**src/rtl/router_port_arbiter_if.sv**
```systemverilog
// Handshake bundle between the route-compute request matrix, one output-port
// arbiter and the forward mux / downstream credit return.
interface router_port_arbiter_if #(
   parameter int unsigned NUM_PORTS    = 5,
   parameter int unsigned CREDIT_DEPTH = 4
);
   localparam int unsigned CW = $clog2(CREDIT_DEPTH + 1);
   localparam int unsigned IW = $clog2(NUM_PORTS);

   logic [NUM_PORTS-1:0] req_i;
   logic [NUM_PORTS-1:0] hi_pri_i;
   logic                 pri_en_i;
   logic [NUM_PORTS-1:0] tail_i;
   logic                 credit_i;
   logic [NUM_PORTS-1:0] grant_o;
   logic                 grant_valid_o;
   logic [IW-1:0]        grant_idx_o;
   logic                 locked_o;
   logic [CW-1:0]        credits_o;
   logic                 credit_err_o;

   modport slave (
      input  req_i, hi_pri_i, pri_en_i, tail_i, credit_i,
      output grant_o, grant_valid_o, grant_idx_o, locked_o, credits_o, credit_err_o
   );

   modport master (
      output req_i, hi_pri_i, pri_en_i, tail_i, credit_i,
      input  grant_o, grant_valid_o, grant_idx_o, locked_o, credits_o, credit_err_o
   );
endinterface

```
**src/rtl/router_port_arbiter.sv**
```systemverilog
// Per-output-port wormhole scheduler: round-robin with optional priority class,
// head-to-tail lock and downstream credit tracking.
module router_port_arbiter #(
   parameter int unsigned NUM_PORTS    = 5,
   parameter int unsigned CREDIT_DEPTH = 4
) (
   input logic                  clk,
   input logic                  rst,
   router_port_arbiter_if.slave bus
);
   localparam int unsigned CW = $clog2(CREDIT_DEPTH + 1);
   localparam int unsigned IW = $clog2(NUM_PORTS);

   typedef enum logic {
      S_IDLE   = 1'b0,
      S_LOCKED = 1'b1
   } state_t;

   state_t               r_state, w_state_nxt;
   logic [IW-1:0]        r_owner, w_owner_nxt;
   logic [IW-1:0]        r_rr_ptr, w_rr_nxt;
   logic [CW-1:0]        r_credits, w_credits_nxt;
   logic                 r_credit_err, w_credit_err_nxt;

   logic [NUM_PORTS-1:0] w_hi_req;
   logic [NUM_PORTS-1:0] w_cand;
   logic [IW-1:0]        w_win_idx;
   logic                 w_win_found;
   logic [NUM_PORTS-1:0] w_grant;
   logic [IW-1:0]        w_grant_idx;
   logic                 w_fire;

   function automatic logic [IW-1:0] next_port(input logic [IW-1:0] p);
      return (32'(p) == NUM_PORTS - 1) ? '0 : p + 1'b1;
   endfunction

   // Round-robin pick among candidates, scanning upward from rr_ptr
   always_comb begin
      int unsigned k;
      k           = 0;
      w_hi_req    = bus.req_i & bus.hi_pri_i;
      w_cand      = (bus.pri_en_i && (|w_hi_req)) ? w_hi_req : bus.req_i;
      w_win_idx   = '0;
      w_win_found = 1'b0;
      for (int unsigned i = 0; i < NUM_PORTS; i++) begin
         k = 32'(r_rr_ptr) + i;
         if (k >= NUM_PORTS) k = k - NUM_PORTS;
         if (!w_win_found && w_cand[IW'(k)]) begin
            w_win_idx   = IW'(k);
            w_win_found = 1'b1;
         end
      end
   end

   // Next-state and grant; nothing is granted in reset or without a credit
   always_comb begin
      w_state_nxt = r_state;
      w_owner_nxt = r_owner;
      w_rr_nxt    = r_rr_ptr;
      w_grant     = '0;
      w_grant_idx = '0;
      if (!rst && (r_credits != '0)) begin
         case (r_state)
            S_IDLE: begin
               if (w_win_found) begin
                  w_grant[w_win_idx] = 1'b1;
                  w_grant_idx        = w_win_idx;
                  if (bus.tail_i[w_win_idx]) begin
                     w_rr_nxt = next_port(w_win_idx);
                  end else begin
                     w_state_nxt = S_LOCKED;
                     w_owner_nxt = w_win_idx;
                  end
               end
            end
            S_LOCKED: begin
               if (bus.req_i[r_owner]) begin
                  w_grant[r_owner] = 1'b1;
                  w_grant_idx      = r_owner;
                  if (bus.tail_i[r_owner]) begin
                     w_state_nxt = S_IDLE;
                     w_rr_nxt    = next_port(r_owner);
                  end
               end
            end
            default: ;
         endcase
      end
   end

   assign w_fire = |w_grant;

   // Credit counter: a fire consumes a slot, a returned credit frees one
   always_comb begin
      w_credits_nxt    = r_credits;
      w_credit_err_nxt = r_credit_err;
      case ({w_fire, bus.credit_i})
         2'b10: w_credits_nxt = r_credits - 1'b1;
         2'b01: begin
            if (32'(r_credits) == CREDIT_DEPTH) w_credit_err_nxt = 1'b1;
            else                                w_credits_nxt    = r_credits + 1'b1;
         end
         default: ;
      endcase
   end

   always_ff @(posedge clk) begin
      if (rst) begin
         r_state      <= S_IDLE;
         r_owner      <= '0;
         r_rr_ptr     <= '0;
         r_credits    <= CW'(CREDIT_DEPTH);
         r_credit_err <= 1'b0;
      end else begin
         r_state      <= w_state_nxt;
         r_owner      <= w_owner_nxt;
         r_rr_ptr     <= w_rr_nxt;
         r_credits    <= w_credits_nxt;
         r_credit_err <= w_credit_err_nxt;
      end
   end

   assign bus.grant_o       = w_grant;
   assign bus.grant_valid_o = w_fire;
   assign bus.grant_idx_o   = w_grant_idx;
   assign bus.locked_o      = (r_state == S_LOCKED);
   assign bus.credits_o     = r_credits;
   assign bus.credit_err_o  = r_credit_err;
endmodule

```
**src/flat_wrapper.sv**
```systemverilog
// flat-port wrapper written by rule: the top's interface ports become plain ports
module router_port_arbiter_flat 
#(
   parameter int unsigned NUM_PORTS    = 5,
   parameter int unsigned CREDIT_DEPTH = 4
)
  (clk, rst, bus_req_i, bus_hi_pri_i, bus_pri_en_i, bus_tail_i, bus_credit_i, bus_grant_o, bus_grant_valid_o, bus_grant_idx_o, bus_locked_o, bus_credits_o, bus_credit_err_o);
  router_port_arbiter_if #(.NUM_PORTS(NUM_PORTS), .CREDIT_DEPTH(CREDIT_DEPTH)) bus_i ();
  input logic clk;
  input logic rst;
  input wire logic [$bits(bus_i.req_i)-1:0] bus_req_i;
  input wire logic [$bits(bus_i.hi_pri_i)-1:0] bus_hi_pri_i;
  input wire logic [$bits(bus_i.pri_en_i)-1:0] bus_pri_en_i;
  input wire logic [$bits(bus_i.tail_i)-1:0] bus_tail_i;
  input wire logic [$bits(bus_i.credit_i)-1:0] bus_credit_i;
  output wire logic [$bits(bus_i.grant_o)-1:0] bus_grant_o;
  output wire logic [$bits(bus_i.grant_valid_o)-1:0] bus_grant_valid_o;
  output wire logic [$bits(bus_i.grant_idx_o)-1:0] bus_grant_idx_o;
  output wire logic [$bits(bus_i.locked_o)-1:0] bus_locked_o;
  output wire logic [$bits(bus_i.credits_o)-1:0] bus_credits_o;
  output wire logic [$bits(bus_i.credit_err_o)-1:0] bus_credit_err_o;
  assign bus_i.req_i = bus_req_i;
  assign bus_i.hi_pri_i = bus_hi_pri_i;
  assign bus_i.pri_en_i = bus_pri_en_i;
  assign bus_i.tail_i = bus_tail_i;
  assign bus_i.credit_i = bus_credit_i;
  assign bus_grant_o = bus_i.grant_o;
  assign bus_grant_valid_o = bus_i.grant_valid_o;
  assign bus_grant_idx_o = bus_i.grant_idx_o;
  assign bus_locked_o = bus_i.locked_o;
  assign bus_credits_o = bus_i.credits_o;
  assign bus_credit_err_o = bus_i.credit_err_o;
  router_port_arbiter #(.NUM_PORTS(NUM_PORTS), .CREDIT_DEPTH(CREDIT_DEPTH)) u_core (.clk(clk), .rst(rst), .bus(bus_i));
endmodule
```
**config.mk**
```make
export PLATFORM = sky130hd
export DESIGN_NAME = router_port_arbiter_flat
export DESIGN_NICKNAME = d
export VERILOG_FILES = /design/src/rtl/router_port_arbiter_if.sv /design/src/rtl/router_port_arbiter.sv /design/src/flat_wrapper.sv
export SDC_FILE = /design/constraint.sdc
export NUM_CORES = 1
export LEC_CHECK = 0
export CORE_MARGIN = 2
export CORE_UTILIZATION = 40
export CTS_BUF_LIST = sky130_fd_sc_hd__clkbuf_2
export DETAILED_ROUTE_END_ITERATION = 10
export DONT_BUFFER_PORTS = 1
export PLACE_DENSITY = 0.64
export SLEW_MARGIN = 20
export SYNTH_ARGS = -nofsm -noshare
export SYNTH_HDL_FRONTEND = slang
export SYNTH_SLANG_ARGS = --single-unit
```
**constraint.sdc**
```tcl
create_clock -name clk -period 5.8 [get_ports clk]
set_input_delay 0.58 -clock clk [delete_from_list [all_inputs] [get_ports clk]]
set_output_delay 0.58 -clock clk [all_outputs]
set_load 0.02 [all_outputs]
```
==> results.txt <==
Setup violations, final: 0
final instance area: 2190 um2
dominant cell type by area after synthesis: dfxtp_1
final wirelength: 5750 um
Clk pin slew, worst setup/hold paths: 0.10 ns
Yosys cell types: 69
metal3 WL: 259 um
clock skew: 0.00285 ns
Floorplan Core Area: 5110 um2
Post-synth EDFFs: 0
Worst R2R Start: u_core.r_rr_ptr[0]
Syn Inst Count: 288
maxcap violations: 0
RePlAce Congestion: 0.878
share of flip-flops with an asynchronous set or reset: 0%
DR DRC count: 0
Die ar.: 5890 um2
iteration-0 DRC count of the detailed router: 169
sequential share of the synthesized area: 10.4%
Primary FF master, synth: dfxtp_1
top-count cell post-synth: nor2_1
diode count: 0
power per cell area: 619 nW/um2
post_cts resized: 0
Pre-Repair DR Iteration Count: 4
nets: 317
max_slew headroom: 34.2%
Worst Path Class, Setup: flop to primary output
CTS buffer count: 3
Sw Share: 58.4%
top cell types by occurrence after synthesis: nor2_1 (25), a21oi_1 (19), inv_1 (18), nand2_1 (17), nor2b_1 (12)
Critical Path Slowest Stage Cell: dfxtp_1
Root Buffer: clkbuf_2
die width: 76.8 um
CP Cell Sequence: inv_1 -> ha_1 -> ha_1 -> a31oi_1 -> xnor2_1 -> mux2_2 -> a221o_1 -> and3_1 -> o31a_1 -> nor2_1 -> inv_1 -> o21ai_0 -> nand2_1 -> a21oi_1
Synthesized Nets: 320
H-tree depth reported by CTS: 1
post-placement cell area: 2170 um2
largest net degree at the start of global routing: 19
area occupied by multi-input gates: 1770 um2
clock power share: 3.2%
gr ovfl total: 0
layout cell share with drive strength beyond 1: 9.86%
crit-path max FO: 9
# port buffers: 0
Worst-Skew Late Latency: 0.25 ns
Die Span Y: 76.8 um
Reg power frac: 12.7%
WL/cell: 16.2 um
CP Launch Type: flop
initial antenna violation count: 0
slew at the pin closest to its max-slew limit: 0.980 ns
status: complete, no violations
Peak Freq: 199 MHz
Hold Fails Final Rpt: 0
Seq. cell area: 220 um2
CP Buf/Inv Count: 2
final slew viol count: 0
Post-Syn Area: 2120 um2
number of global-route vias before repair: 2,106
Mean Syn Cell Area: 7.35 um2
routed vias/inst: 6.23
Yosys top cell area share: 10.4%
io pins: 33
Worst Path Required: 5.22 ns
P_sw: 792 uW
FF+latch count, synth: 11
synth top area cells: dfxtp_1 (10%), ha_1 (6.5%), mux2i_1 (5.2%)
Clock Path Buffers: 2
crit path time final: 5.04 ns
Worst Setup End Kind: primary output
met2 wire len: 2650 um
HP Class: input port to flop
Synth warnings: 0
FP Rows: 26
setup bufs post-CTS: 0
Final Util: 42.9%
max layer used: met4
sum of negative setup slack: 0 ns
first-pass GRT wire length: 9690 um
hold_sp: rst
Worst Setup SP: u_core.r_rr_ptr[0]
CTS tree: yes
filler cell count: 551
CP delay by family, top: compound AO/OA/AOI/OAI gates
post-cts hold buffer count: 0
Worst path max stage delay: 0.53 ns
Routed met1 length: 2800 um
internal cell power: 565 uW
Detail Route Antenna Nets: 0
GRT Resource Usage Total: 19.5%
RSZ-0062 raised after global routing: false
WP data arrival: 4.46 ns
Gate power share: 84.1%
Synth-to-Final Area Change: 3.61%
DR vias: 2,204
Pleak: 0.863 nW
VDD IR max: 0.000253 V
DPL Wire Length: 4590 um
Initial Util: 41.5%
clock sink count: 11
fin crit share: 86.8%
-- power by group through the flow --
stage	logic, mW	registers (mW)	clock network [mW]
after detailed placement	1.12	0.174	0
after floorplan	0.952	0.142	0
after global placement	1.12	0.173	0
final	1.14	0.172	0.0429
after CTS	1.13	0.172	0.0450
after global routing	1.26	0.179	0.0462
-- cells by family after synthesis --
| group | count (synthesis) | share of synthesized area [%] |
|---|---|---|
| muxes | 14 | 7.33 |
| adders and majority gates | 13 | 8.39 |
| buffers and inverters | 29 | 5.79 |
| xor gates and xnor gates | 3 | 1.24 |
| and+or+nand+nor | 116 | 30.0 |
| AOI/OAI and AO/OA | 102 | 36.9 |
| DFF | 11 | 10.4 |
-- metal layers --
metal  track usage (%)  vias up
li1                  -     1092
met1              27.7     1049
met2              32.5       57
met3              1.29        6
met4              3.45        0
met5                 0        -
-- worst paths after layout --
| path | to | slack (ns) | depth (start not counted) |
|---|---|---|---|
| worst min register to register | u_core.r_rr_ptr[1] | 0.61 | 2 |
| worst min-delay path | u_core.r_owner[1] | 0.37 | 1 |
| worst max-delay path | bus_grant_o[1] | 0.76 | 14 |
| worst max register to register | u_core.r_rr_ptr[0] | 1.38 | 15 |
-- registers in the layout (all words and copies together) (netlist names) --
register,cells
u_core.bus.credit_err_o,1
u_core.bus.credits_o,3
u_core.bus.locked_o,1
u_core.r_owner,3
u_core.r_rr_ptr,3
-- cell usage in the layout, fill, tap and decap left out, types with 3 or more instances in the layout --
cell type,n
a211oi_1,4
nand2b_1,7
nor2b_1,12
nand3_1,6
o21ai_0,11
a221oi_1,3
o21ai_1,3
xnor2_1,3
a21boi_0,4
a31oi_1,7
clkbuf_2,4
nand2_1,17
a31o_2,3
mux2i_1,11
inv_1,18
or3_1,3
nand3b_1,5
nor2_1,25
and3_1,4
a311oi_1,5
o21a_1,4
o31a_1,3
o311ai_0,3
dfxtp_1,11
ha_1,11
nor3_1,10
nor3b_1,4
and2_1,10
a21oi_1,19
-- final cells by class --
type	instances	share of cell area (%)
multi-input cells	248	80.9
clock buffers	4	0.913
repair buffers	2	0.685
inverters	19	3.48
well taps	70	3.99
flip-flops and latches	11	10.0
-- per-stage QoR --
stage	setup WS (ns)	hold slack, ns	instances	power, mW
5_1_grt	0.406	0.355	354	1.49
3_5_place_dp	1.14	0.598	350	1.29
3_3_place_gp	1.12	0.598	350	1.29
6_report	0.764	0.373	354	1.36
4_1_cts	0.830	0.358	354	1.34
2_1_floorplan	1.31	0.524	288	1.09
Power figures use the tool's default switching activity.
